File: config.mk
export PLATFORM = sky130hd
export DESIGN_NAME = two_phase_rx_fifo_flat
export DESIGN_NICKNAME = d
export VERILOG_FILES = /design/src/rtl/two_phase_rx_fifo_if.sv /design/src/rtl/two_phase_rx_fifo.sv /design/src/flat_wrapper.sv
export SDC_FILE = /design/constraint.sdc
export NUM_CORES = 1
export LEC_CHECK = 0
export ABC_AREA = 0
export BUFFER_PORTS_ARGS = -buffer_cell sky130_fd_sc_hd__buf_2
export CAP_MARGIN = 20
export CORE_UTILIZATION = 35
export CTS_CLUSTER_SIZE = 12
export DETAILED_ROUTE_END_ITERATION = 7
export GPL_TIMING_DRIVEN = 0
export SYNTH_ARGS = -nofsm -noshare
export SYNTH_HDL_FRONTEND = slang
export SYNTH_SLANG_ARGS = --single-unit
File: constraint.sdc
create_clock -name clk -period 3.2 [get_ports clk]
set_input_delay 0.64 -clock clk [delete_from_list [all_inputs] [get_ports clk]]
set_output_delay 0.64 -clock clk [all_outputs]
set_load 0.01 [all_outputs]
File: src/rtl/two_phase_rx_fifo_if.sv
// rtl/two_phase_rx_fifo_if.sv - two-phase req/ack ingress and valid/ready egress bundle
interface two_phase_rx_fifo_if #(
   parameter int WIDTH = 32,
   parameter int DEPTH = 4
);
   logic                     req;
   logic [WIDTH-1:0]         din;
   logic                     ack;
   logic [WIDTH-1:0]         dout;
   logic                     dout_valid;
   logic                     dout_ready;
   logic [$clog2(DEPTH):0]   level;
   logic [15:0]              accepted_cnt;

   modport master (
      output req, din, dout_ready,
      input  ack, dout, dout_valid, level, accepted_cnt
   );

   modport slave (
      input  req, din, dout_ready,
      output ack, dout, dout_valid, level, accepted_cnt
   );
endinterface

File: src/rtl/two_phase_rx_fifo.sv
// rtl/two_phase_rx_fifo.sv - two-phase bundled-data receiver feeding a FWFT FIFO
// Optional accepted-word counter: TWO_PHASE_RX_FIFO_STATS_EN
module two_phase_rx_fifo #(
   parameter int WIDTH       = 32,
   parameter int DEPTH       = 4,
   parameter int SYNC_STAGES = 2
) (
   input logic                  clk,
   input logic                  rst_async_n,
   two_phase_rx_fifo_if.slave   bus
);
   localparam int AW = $clog2(DEPTH);
   localparam int PW = AW + 1;
   localparam logic [PW-1:0] FULL_LVL = PW'(DEPTH);

   logic [SYNC_STAGES-1:0] r_sync;
   logic                   r_ph;
   logic [PW-1:0]          r_wr_ptr;
   logic [PW-1:0]          r_rd_ptr;
   logic [WIDTH-1:0]       r_mem [DEPTH];

   logic                   w_req_s;
   logic [PW-1:0]          w_level;
   logic                   w_capture;
   logic                   w_pop;

   assign w_req_s   = r_sync[SYNC_STAGES-1];
   assign w_level   = r_wr_ptr - r_rd_ptr;
   // Full is judged on the pre-pop level, so a same-edge pop never frees a slot for capture
   assign w_capture = (w_req_s != r_ph) && (w_level != FULL_LVL);
   assign w_pop     = (w_level != '0) && bus.dout_ready;

   always_ff @(posedge clk or negedge rst_async_n) begin
      if (!rst_async_n) begin
         r_sync   <= '0;
         r_ph     <= 1'b0;
         r_wr_ptr <= '0;
         r_rd_ptr <= '0;
      end else begin
         r_sync <= {r_sync[SYNC_STAGES-2:0], bus.req};
         if (w_capture) begin
            r_ph     <= ~r_ph;
            r_wr_ptr <= r_wr_ptr + 1'b1;
         end
         if (w_pop) begin
            r_rd_ptr <= r_rd_ptr + 1'b1;
         end
      end
   end

   always_ff @(posedge clk) begin
      if (w_capture) begin
         r_mem[r_wr_ptr[AW-1:0]] <= bus.din;
      end
   end

   assign bus.ack        = r_ph;
   assign bus.level      = w_level;
   assign bus.dout_valid = (w_level != '0);
   assign bus.dout       = (w_level != '0) ? r_mem[r_rd_ptr[AW-1:0]] : '0;

`ifdef TWO_PHASE_RX_FIFO_STATS_EN
   logic [15:0] r_acc_cnt;

   always_ff @(posedge clk or negedge rst_async_n) begin
      if (!rst_async_n) begin
         r_acc_cnt <= '0;
      end else if (w_capture) begin
         r_acc_cnt <= r_acc_cnt + 16'd1;
      end
   end

   assign bus.accepted_cnt = r_acc_cnt;
`else
   assign bus.accepted_cnt = 16'h0;
`endif
endmodule

File: src/flat_wrapper.sv
// flat-port wrapper written by rule: the top's interface ports become plain ports
module two_phase_rx_fifo_flat 
#(
   parameter int WIDTH       = 32,
   parameter int DEPTH       = 4,
   parameter int SYNC_STAGES = 2
)
  (clk, rst_async_n, bus_req, bus_din, bus_dout_ready, bus_ack, bus_dout, bus_dout_valid, bus_level, bus_accepted_cnt);
  two_phase_rx_fifo_if #(.WIDTH(WIDTH), .DEPTH(DEPTH)) bus_i ();
  input logic clk;
  input logic rst_async_n;
  input wire logic [$bits(bus_i.req)-1:0] bus_req;
  input wire logic [$bits(bus_i.din)-1:0] bus_din;
  input wire logic [$bits(bus_i.dout_ready)-1:0] bus_dout_ready;
  output wire logic [$bits(bus_i.ack)-1:0] bus_ack;
  output wire logic [$bits(bus_i.dout)-1:0] bus_dout;
  output wire logic [$bits(bus_i.dout_valid)-1:0] bus_dout_valid;
  output wire logic [$bits(bus_i.level)-1:0] bus_level;
  output wire logic [$bits(bus_i.accepted_cnt)-1:0] bus_accepted_cnt;
  assign bus_i.req = bus_req;
  assign bus_i.din = bus_din;
  assign bus_i.dout_ready = bus_dout_ready;
  assign bus_ack = bus_i.ack;
  assign bus_dout = bus_i.dout;
  assign bus_dout_valid = bus_i.dout_valid;
  assign bus_level = bus_i.level;
  assign bus_accepted_cnt = bus_i.accepted_cnt;
  two_phase_rx_fifo #(.WIDTH(WIDTH), .DEPTH(DEPTH), .SYNC_STAGES(SYNC_STAGES)) u_core (.clk(clk), .rst_async_n(rst_async_n), .bus(bus_i));
endmodule
==> impl_metrics.csv <==
group,metric,value,unit
power_and_ir_drop,clkPwrFrac,0.234,
final_layout,nets,424,
clock_tree,path_clk_slew,0.05,ns
final_layout,fill_cells,1391,
placement,routabilityCongestion,0.666,
logic_synthesis,synth_edf_count,128,
sta,fin_skew,0.00625,ns
logic_synthesis,synth_xor_area_frac,0.0125,
logic_synthesis,synth_cell_type_count,26,
sta,slew_viol_final,0,
worst_setup_path,path_class,"register to output pin",
logic_synthesis,synth_top_flop_cell,"edfxtp_1",
logic_synthesis,synthMuxAreaShare,0.142,
sta,post-route-min-period,3.04,ns
logic_synthesis,ys_seq_elements,137,
logic_synthesis,synth_fa_ha_area_frac,0.0172,
die,rows,45,
sta,setup_violations,0,
run_status,outcome,"finished, final reports clean",
worst_setup_path,crit_arrival,2.40,ns
grt,grt_pass1_wl,14800,µm
die,initial_core_util,0.360,
logic_synthesis,synth_top_family_by_area,"multiplexers",
clock_tree,tritoncts,"yes",
detailed_routing,dr.first_iter.drc_count,143,
min_path,hp-class,"input pin to async pin",
detailed_routing,drt_wl_total,9780,µm
power_and_ir_drop,power.density,1160,nW/µm²
final_layout,post-route-util,0.451,
grt,antenna_found_initial,1,
logic_synthesis,synth_area_leaders,"edfxtp_1 (70%), mux4_2 (13%), dfrtp_1 (4.1%), nor2b_1 (3.6%), buf_4 (2.3%)",
power_and_ir_drop,net-switching-power,2.60,mW
logic_synthesis,netlist.top_cell.by_area,"edfxtp_1",
worst_setup_path,cp-end-kind,"output pin",
detailed_routing,vias_per_cell,4.46,
clock_tree,cts_root_buf,"clkbuf_16",
sta,worst_slack,0.158,ns
detailed_routing,via_count,2697,
power_and_ir_drop,p_leak,2.55,nW
logic_synthesis,ys_async_sr_fraction,0.0657,
worst_setup_path,crit_fanout,10,
detailed_routing,ant_nets,0,
power_and_ir_drop,combinationalPowerShare,0.425,
grt,grt_remaining_overflow,0,
die,dieArea,16300,µm²
detailed_routing,wl_per_cell,16.2,µm
detailed_routing,first_pass_iters,6,
sta,max_freq,329,MHz
power_and_ir_drop,cellInternalPower,5.40,mW
logic_synthesis,yosys.area_share.simple,0.0486,
final_layout,area.sequential,4070,µm²
sta,worst_slew_margin_rel,0.573,
logic_synthesis,yosys_warnings,0,
die,die_y,128,µm
grt,grt_pass1_vias,2692,
worst_setup_path,worstSetupStartpointType,"register",
final_layout,multiInputGateArea,1320,µm²
power_and_ir_drop,power_switching_share,0.325,
logic_synthesis,yosysMostFrequentCell,"edfxtp_1",
die,core-area,15300,µm²
placement,hpwl,6160,µm
sta,rsz0062_at_grt,"false",
worst_setup_path,required,2.56,ns
logic_synthesis,syn_inst,268,
placement,dpl_worst_slack,0.107,ns
final_layout,final_area,6910,µm²
clock_tree,cts_buffers,17,
placement,io_buffers,72,
sta,worst_pin_slew,0.638,ns
logic_synthesis,synth_compound_area_frac,0.00567,
final_layout,drive_above_1_share,0.450,
logic_synthesis,yosysSeqAreaShare,0.738,
clock_tree,ctsHoldBuffers,0,
sta,period_share,0.950,
clock_tree,worstSkewPairLatency,0.41,ns
sta,hold_viol,0,
final_layout,area_growth,25.3,%
grt,grt_start_max_net_pins,32,
logic_synthesis,syn_area_per_cell,20.6,µm²
clock_tree,htreeDepth,4,
sta,fin_tns_setup,0,ns
die,io_pins,89,
power_and_ir_drop,p_seq_frac,0.341,
logic_synthesis,synth_top_area_frac,0.697,
grt,grt_usage,0.132,
detailed_routing,drc,0,
run,maxCapViolCount,0,
power_and_ir_drop,ir_drop,560,µV
logic_synthesis,netlist_area,5510,µm²
placement,placed_cell_area,6290,µm²
logic_synthesis,synth_common_cells,"edfxtp_1 (128), mux4_2 (32), nor2b_1 (32), buf_4 (17)",
clock_tree,ctsLongestPathBuffers,2,
clock_tree,cts.sinks,137,
die,die-width,128,µm
[per-stage QoR]
stage | std cells | hold WS [ns] | power [mW]
3_5_place_dp | 570 | 0.340 | 6.15
5_1_grt | 604 | 0.0691 | 8.51
3_3_place_gp | 566 | 0.335 | 6.00
6_report | 605 | 0.0731 | 8.00
4_1_cts | 602 | 0.0548 | 8.11
2_1_floorplan | 283 | 0.331 | 4.87
[critical path: stages, from the launching register on]
cell	delay [ns]
dfrtp_1	0.38
inv_1	0.11
ha_1	0.21
fa_2	0.54
nand2_1	0.11
nor2_4	0.23
buf_6	0.19
nor2b_1	0.08
buf_2	0.14
[final timing paths]
kind | startpoint | end | slack, ns | cells after the start
worst max-delay path | u_core.r_wr_ptr[0] | bus_dout[5] | 0.16 | 8
worst min register to register | u_core.r_sync[0] | u_core.r_sync[1] | 0.35 | 0
worst max register to register | u_core.r_wr_ptr[0] | u_core.r_mem[3][5] | 0.43 | 8
max in group asynchronous | rst_async_n | u_core.bus.ack | 2.94 | 1
min in group clk | bus_req | u_core.r_sync[0] | 0.34 | 1
worst min-delay path | rst_async_n | u_core.r_rd_ptr[1] | 0.07 | 1
[registers in the layout, summed over array words and instances, names as in the netlist]
signal,flops
u_core.r_rd_ptr,3
u_core.r_wr_ptr,3
u_core.r_sync,2
u_core.r_mem,128
u_core.bus.ack,1
[layout make-up]
type	count	area share
clock buffers	20	0.0632
repair buffers	79	0.0681
clock inverters	11	0.0188
plain buffers	27	0.0283
flip-flops and latches	137	0.589
diodes	1	0.000362
well taps	211	0.0382
multi-input cells	114	0.191
inverters	5	0.00272
[routing by layer]
| metal | track usage | part of all wire | vias up |
|---|---|---|---|
| met5 | 0 | 0 | - |
| met4 | 0.0693 | 0.017 | 0 |
| met3 | 0.0448 | 0.066 | 14 |
| met2 | 0.217 | 0.51 | 88 |
| met1 | 0.152 | 0.41 | 1358 |
| li1 | - | - | 1237 |
[placed cells by master (no fill, tap or decap), types with 6 or more instances in the layout]
| master | instances |
|---|---|
| ha_1 | 6 |
| mux4_2 | 32 |
| buf_4 | 20 |
| dfrtp_1 | 9 |
| buf_2 | 78 |
| clkbuf_16 | 17 |
| nor2b_1 | 32 |
| conb_1 | 16 |
| edfxtp_1 | 128 |
[cell families after synthesis]
kind of cell             count (synthesis)
AND/OR/NAND/NOR                         44
adder cells (fa/ha/maj)                  7
flip-flops                             137
multiplexers                            37
AO/OA/AOI/OAI                            4
other                                    1
XOR/XNOR                                 6
buffers and inverters                   32
[timing repair]
item	4_1_cts	5_1_grt
cloned	0	0
buffers inserted	1	2
setup endpoints to repair	32	30
resized for setup	4	3
pin swaps	1	1
[power groups by stage]
stage	Combinational (mW)	Clock (mW)	Sequential (mW)
after floorplan	2.12	0	2.75
after global placement	3.22	0	2.78
after detailed placement	3.38	0	2.77
after CTS	3.45	1.92	2.74
after global routing	3.75	1.99	2.78
final	3.40	1.87	2.73
(Power assumes the default switching activity.)
